## config.mk

```make
export PLATFORM = sky130hd
export DESIGN_NAME = regfile_alu
export DESIGN_NICKNAME = d
export VERILOG_FILES = /design/src/rtl/regfile_alu_pkg.sv /design/src/rtl/regfile_alu_unit.sv /design/src/rtl/regfile_alu.sv
export SDC_FILE = /design/constraint.sdc
export NUM_CORES = 1
export LEC_CHECK = 0
export BUFFER_PORTS_ARGS = -buffer_cell sky130_fd_sc_hd__buf_4
export CAP_MARGIN = 40
export CORE_ASPECT_RATIO = 0.6
export CORE_MARGIN = 2
export CORE_UTILIZATION = 30
export CTS_CLUSTER_SIZE = 16
export DETAILED_ROUTE_END_ITERATION = 16
export RECOVER_POWER = 50
export SYNTH_ARGS = -nofsm -noshare
export SYNTH_HDL_FRONTEND = slang
export SYNTH_SLANG_ARGS = --single-unit
```

## constraint.sdc

```tcl
create_clock -name clk -period 4 [get_ports clk]
set_input_delay 0.8 -clock clk [delete_from_list [all_inputs] [get_ports clk]]
set_output_delay 0.8 -clock clk [all_outputs]
set_load 0.05 [all_outputs]
```

## src/rtl/regfile_alu_pkg.sv

```systemverilog
// Shared encodings for the per-core register file / ALU datapath.
package regfile_alu_pkg;

  // ALU operation select driven on alu_op.
  typedef enum logic [1:0] {
    ALU_ADD = 2'b00,
    ALU_SUB = 2'b01,
    ALU_AND = 2'b10,
    ALU_OR  = 2'b11
  } alu_op_e;

  // Core instruction opcodes used by the control FSM that drives this block.
  typedef enum logic [1:0] {
    LOAD  = 2'b00,
    ADD   = 2'b01,
    STORE = 2'b10,
    HALT  = 2'b11
  } core_op_e;

endpackage

```

## src/rtl/regfile_alu_unit.sv

```systemverilog
// Combinational ALU with zero and carry/borrow flags.
// ADD reports carry-out, SUB reports borrow (a < b unsigned), logic ops clear carry.
module regfile_alu_unit
  import regfile_alu_pkg::*;
#(
  parameter int DATA_WIDTH = 8
) (
  input  logic [1:0]            alu_op,
  input  logic [DATA_WIDTH-1:0] alu_a,
  input  logic [DATA_WIDTH-1:0] alu_b,
  output logic [DATA_WIDTH-1:0] alu_result,
  output logic                  alu_zero,
  output logic                  alu_carry
);

  logic [DATA_WIDTH:0] sum_ext;
  logic [DATA_WIDTH:0] diff_ext;

  // One extra bit on each side exposes carry-out and borrow directly.
  always_comb begin
    sum_ext  = {1'b0, alu_a} + {1'b0, alu_b};
    diff_ext = {1'b0, alu_a} - {1'b0, alu_b};
  end

  // Select result and carry for the requested operation; zero follows the result.
  always_comb begin
    alu_result = '0;
    alu_carry  = 1'b0;
    case (alu_op)
      ALU_ADD: begin
        alu_result = sum_ext[DATA_WIDTH-1:0];
        alu_carry  = sum_ext[DATA_WIDTH];
      end
      ALU_SUB: begin
        alu_result = diff_ext[DATA_WIDTH-1:0];
        alu_carry  = diff_ext[DATA_WIDTH];
      end
      ALU_AND: alu_result = alu_a & alu_b;
      ALU_OR:  alu_result = alu_a | alu_b;
      default: alu_result = '0;
    endcase
    alu_zero = (alu_result == '0);
  end

endmodule

```

## src/rtl/regfile_alu.sv

```systemverilog
// Per-core datapath: register file with two asynchronous read ports and one
// write port, plus the combinational ALU. The top register resets to
// CORE_ID*2 so identical programs on different cores use disjoint data.
// Optional build macro RF_BYPASS_EN: write-through forwarding from the write
// port to both read ports and debug_reg0 in the same cycle.
module regfile_alu
  import regfile_alu_pkg::*;
#(
  parameter  int CORE_ID       = 0,
  parameter  int DATA_WIDTH    = 8,
  parameter  int NUM_REGISTERS = 4,
  localparam int AW            = (NUM_REGISTERS > 2) ? $clog2(NUM_REGISTERS) : 1
) (
  input  logic                  clk,
  input  logic                  reset,
  input  logic [AW-1:0]         read_addr1,
  input  logic [AW-1:0]         read_addr2,
  output logic [DATA_WIDTH-1:0] read_data1,
  output logic [DATA_WIDTH-1:0] read_data2,
  input  logic                  write_en,
  input  logic [AW-1:0]         write_addr,
  input  logic [DATA_WIDTH-1:0] write_data,
  input  logic [1:0]            alu_op,
  input  logic [DATA_WIDTH-1:0] alu_a,
  input  logic [DATA_WIDTH-1:0] alu_b,
  output logic [DATA_WIDTH-1:0] alu_result,
  output logic                  alu_zero,
  output logic                  alu_carry,
  output logic [DATA_WIDTH-1:0] debug_reg0
);

  localparam logic [DATA_WIDTH-1:0] TOP_RST_VAL = DATA_WIDTH'(CORE_ID * 2);

  logic [DATA_WIDTH-1:0] regs_q [NUM_REGISTERS];
  logic [DATA_WIDTH-1:0] regs_d [NUM_REGISTERS];
  logic                  wr_hit;

  // Addresses past the last register are ignored on write and read as zero.
  function automatic logic in_range(input logic [AW-1:0] a);
    return (32'(a) < NUM_REGISTERS);
  endfunction

  // Next register state: reset wins over a write, out-of-range writes drop.
  always_comb begin
    regs_d = regs_q;
    wr_hit = write_en && in_range(write_addr);
    if (reset) begin
      for (int i = 0; i < NUM_REGISTERS; i++) regs_d[i] = '0;
      regs_d[NUM_REGISTERS-1] = TOP_RST_VAL;
    end else if (wr_hit) begin
      regs_d[write_addr] = write_data;
    end
  end

  // Register array update.
  always_ff @(posedge clk) begin
    regs_q <= regs_d;
  end

  // Asynchronous reads from the stored array, optionally forwarding the write.
  always_comb begin
    read_data1 = in_range(read_addr1) ? regs_q[read_addr1] : '0;
    read_data2 = in_range(read_addr2) ? regs_q[read_addr2] : '0;
    debug_reg0 = regs_q[0];
`ifdef RF_BYPASS_EN
    if (wr_hit && !reset) begin
      if (write_addr == read_addr1) read_data1 = write_data;
      if (write_addr == read_addr2) read_data2 = write_data;
      if (write_addr == '0)         debug_reg0 = write_data;
    end
`endif
  end

  regfile_alu_unit #(
    .DATA_WIDTH (DATA_WIDTH)
  ) u_alu (
    .alu_op     (alu_op),
    .alu_a      (alu_a),
    .alu_b      (alu_b),
    .alu_result (alu_result),
    .alu_zero   (alu_zero),
    .alu_carry  (alu_carry)
  );

endmodule

```

==> impl_metrics.toml <==
[run_status]
status = "complete, no violations"

[routing]
routed_wl_mm = 7.699
routed_via_density = 5.113
ant_nets = 0
drt_first_pass_iters = 4
vias = 2439
drt_iter0_drc = 147
remaining_drc_errors = 0
post_drt_wl_per_cell_um = 16.14

[placed_design]
place_ws_ps = -80.79
routabilityCongestion = 0.9238
hpwlAfterDp_mm = 6.319
dp.cells = 469
numPortBuffers = 68

[setup_path]
reg2reg_to = "debug_reg0[7]"
required_ps = 3200
reg2reg_depth = 2
crit_path_start_kind = "input port"
r2r_slack_ps = 3320
cp-end-kind = "output port"
cp.arrival_ps = 3120
worstReg2RegStart = "debug_reg0[7]"
worst-path-max-fanout = 2
critPathKind = "input port to output port"

[clock_tree]
clock_latency_ps = 270
cts_root_buf = "clkbuf_16"
max-clock-path-buffers = 2
numCtsBuffers = 5
path_clk_slew_ps = 50
cts_tree = "done"
htree_levels = 2
ctsHoldBuffers = 0
clock_sinks = 32

[yosys]
synth_compound_area_share_pct = 12.85
syn-instance-count = 296
synth_top_family_by_area = "multiplexers"
ys_types = 54
avgSynthCellArea_sq_um = 9.312
synth_area_sq_um = 2756
synthAdderAreaFrac_pct = 12.80
synth_edf_count = 0
ys_ff_latch = 32
synthXorXnorAreaFrac_pct = 0.3177
synthSimpleGateAreaFrac_pct = 14.98
synthMuxAreaShare_pct = 27.51
async_flop_share_pct = 0
yosys_most_used_dff = "dfxtp_1"
synthesis.nets = 358
synth-warning-count = 0
synth-seq-area-share_pct = 23.24

[power_and_ir_drop]
p_per_area_nw_per_um2 = 308.3
leakagePower_nw = 1.708
pwr-share-seq_pct = 31.0
pwr-share-comb_pct = 35.1
p_sw_share_pct = 33.30
peakVddDrop_mv = 0.1547
power.switching_uw = 365.0
clkPwrFrac_pct = 34.0
intPower_uw = 731.1

[grt]
antenna_found_initial = 0
first_global_vias = 2416
grt_use_total_pct = 15.90
grt_pass1_wl_mm = 12.60
grt_max_degree = 33
grt_overflow = 0

[run]
cap_violations = 0

[timing]
fin_crit_ps = 3918
rsz0062_at_grt = "yes"
slew_viol_final = 0
timing.hold.ws_ps = 515.1
slew_headroom_pct = 51.26
hold_viol = 0
fin_crit_sh_pct = 97.95
setup_viol = 0
fmax_mhz = 255.2
worst_slack_ps = 82.08
worst_slew_pin_slew_ps = 731.1
clock_skew_ps = 0

[hold_path]
hp-start = "regs_q[0]"
hp-class = "flop to flop"
min_to = "regs_q[0]"
hold_depth = 2

[die]
core_sq_um = 9054
start_util_pct = 30.45
die_h_um = 78.25
rows = 27
io_pins = 69
die_area_sq_um = 9996
die_w_um = 127.7

[cells_and_area]
finalNetCount = 422
multi_input_area_sq_um = 1922
layout-area-overhead-vs-synth_pct = 28.96
fillCellCount = 917
n_antenna_cell = 0
fin_util_pct = 39.26
drive_above_1_share_pct = 31.30
final_cells = 477
seq_area_sq_um = 640.6
worst max-delay path, stage by stage:
cell and delay, ps:
buf_8 80, inv_4 30, ha_4 150, fa_1 480, inv_1 40, mux4_2 460
or3_1 320, or4_4 440, nor3_4 140, buf_6 180
sequential cells by signal, summed over array words and instances, names as in the netlist:
register,cells
regs_q,24
debug_reg0,8
stage by stage:
| step | TNS, ps | instance area [sq um] | power, mW |
|---|---|---|---|
| finish | 0 | 3555 | 1.096 |
| CTS | 0 | 3555 | 1.103 |
| floorplan | -199.6 | 2775 | 0.5977 |
| detailed placement | -80.79 | 3405 | 0.7280 |
| global placement | -25.66 | 3405 | 0.7219 |
| global route | -17.02 | 3555 | 1.157 |
per-layer routing:
layer / track usage (%) / part of all wire (%) / vias up
met2: 21.87 / 41 / 68
met5: 0 / 0 / -
met3: 5.112 / 8.2 / 8
met4: 1.978 / 0.60 / 0
li1: - / - / 1178
met1: 24.47 / 50 / 1185
layout by cell type, fill, tap and decap left out, types with 3 or more instances in the layout:
master     netlist  layout
ha_1            25      24
nor2_1          48      48
clkbuf_1        13      10
nor4_1           3       3
inv_1           24      23
o21bai_1         5       5
clkbuf_16        0       5
a21o_1           4       4
buf_4            8      72
o21ai_0          9       8
dfxtp_1         32      32
mux2i_1         36      36
nor2b_1          6       6
nand2_1          5       5
mux4_2          16      17
a21oi_1          9       9
Yosys cell counts, types with 2 or more instances:
library cell  instances  area share (%)
a211oi_1              3            0.82
a21o_1                4             1.1
a21oi_1               9             1.6
and3_1                2            0.45
buf_2                 3            0.54
buf_4                 8             2.2
clkbuf_1             13             1.8
dfxtp_1              32              23
fa_1                  2             1.5
ha_1                 25              11
inv_1                24             3.3
mux2i_1              36              13
mux4_2               16              13
nand2_1               5            0.68
nand3_1               2            0.36
nand3b_1              2            0.54
nor2_1               48             6.5
nor2b_1               6             1.4
nor3b_1               2            0.54
nor4_1                3            0.68
nor4bb_1              2            0.73
o21ai_0               9             1.6
o21bai_1              5             1.4
o221ai_1              2            0.64
o22a_1                2            0.64
o2bb2ai_1             2            0.64
or4_4                 2            0.82
power groups by stage:
stage / clock, mW / sequential [mW] / combinational [mW]
after floorplan: 0 / 0.342 / 0.255
after global placement: 0 / 0.344 / 0.378
final: 0.372 / 0.339 / 0.385
after CTS: 0.380 / 0.339 / 0.384
after global routing: 0.403 / 0.341 / 0.413
after detailed placement: 0 / 0.345 / 0.383
repair_timing:
| action | in CTS | in global routing |
|---|---|---|
| gates resized for setup | 1 | 7 |
| setup buffers | 0 | 0 |
| pin swaps | 1 | 0 |
| endpoints found under the setup margin | 1 | 1 |
how the worst max path moves through the flow:
stage,startpoint,endpoint
after floorplan,alu_a[0],alu_zero
after global placement,alu_a[0],alu_zero
after detailed placement,alu_a[0],alu_zero
after CTS,alu_a[0],alu_zero
after global routing,alu_a[0],alu_zero
final,alu_a[0],alu_zero
cell families after synthesis:
kind of cell,count (synthesis)
and+or+nand+nor,82
AOI/OAI and AO/OA,50
muxes,54
xor gates and xnor gates,1
DFF,32
adders and majority gates,27
buffers and inverters,50
cell type report:
cell class / instances / area share [%]
clock buffers: 8 / 4.118
multi-input cells: 214 / 54.07
inverters: 24 / 2.605
flip-flops and latches: 32 / 18.02
repair buffers: 83 / 17.11
well taps: 116 / 4.083
No activity file was read; power rests on OpenSTA's default activity.
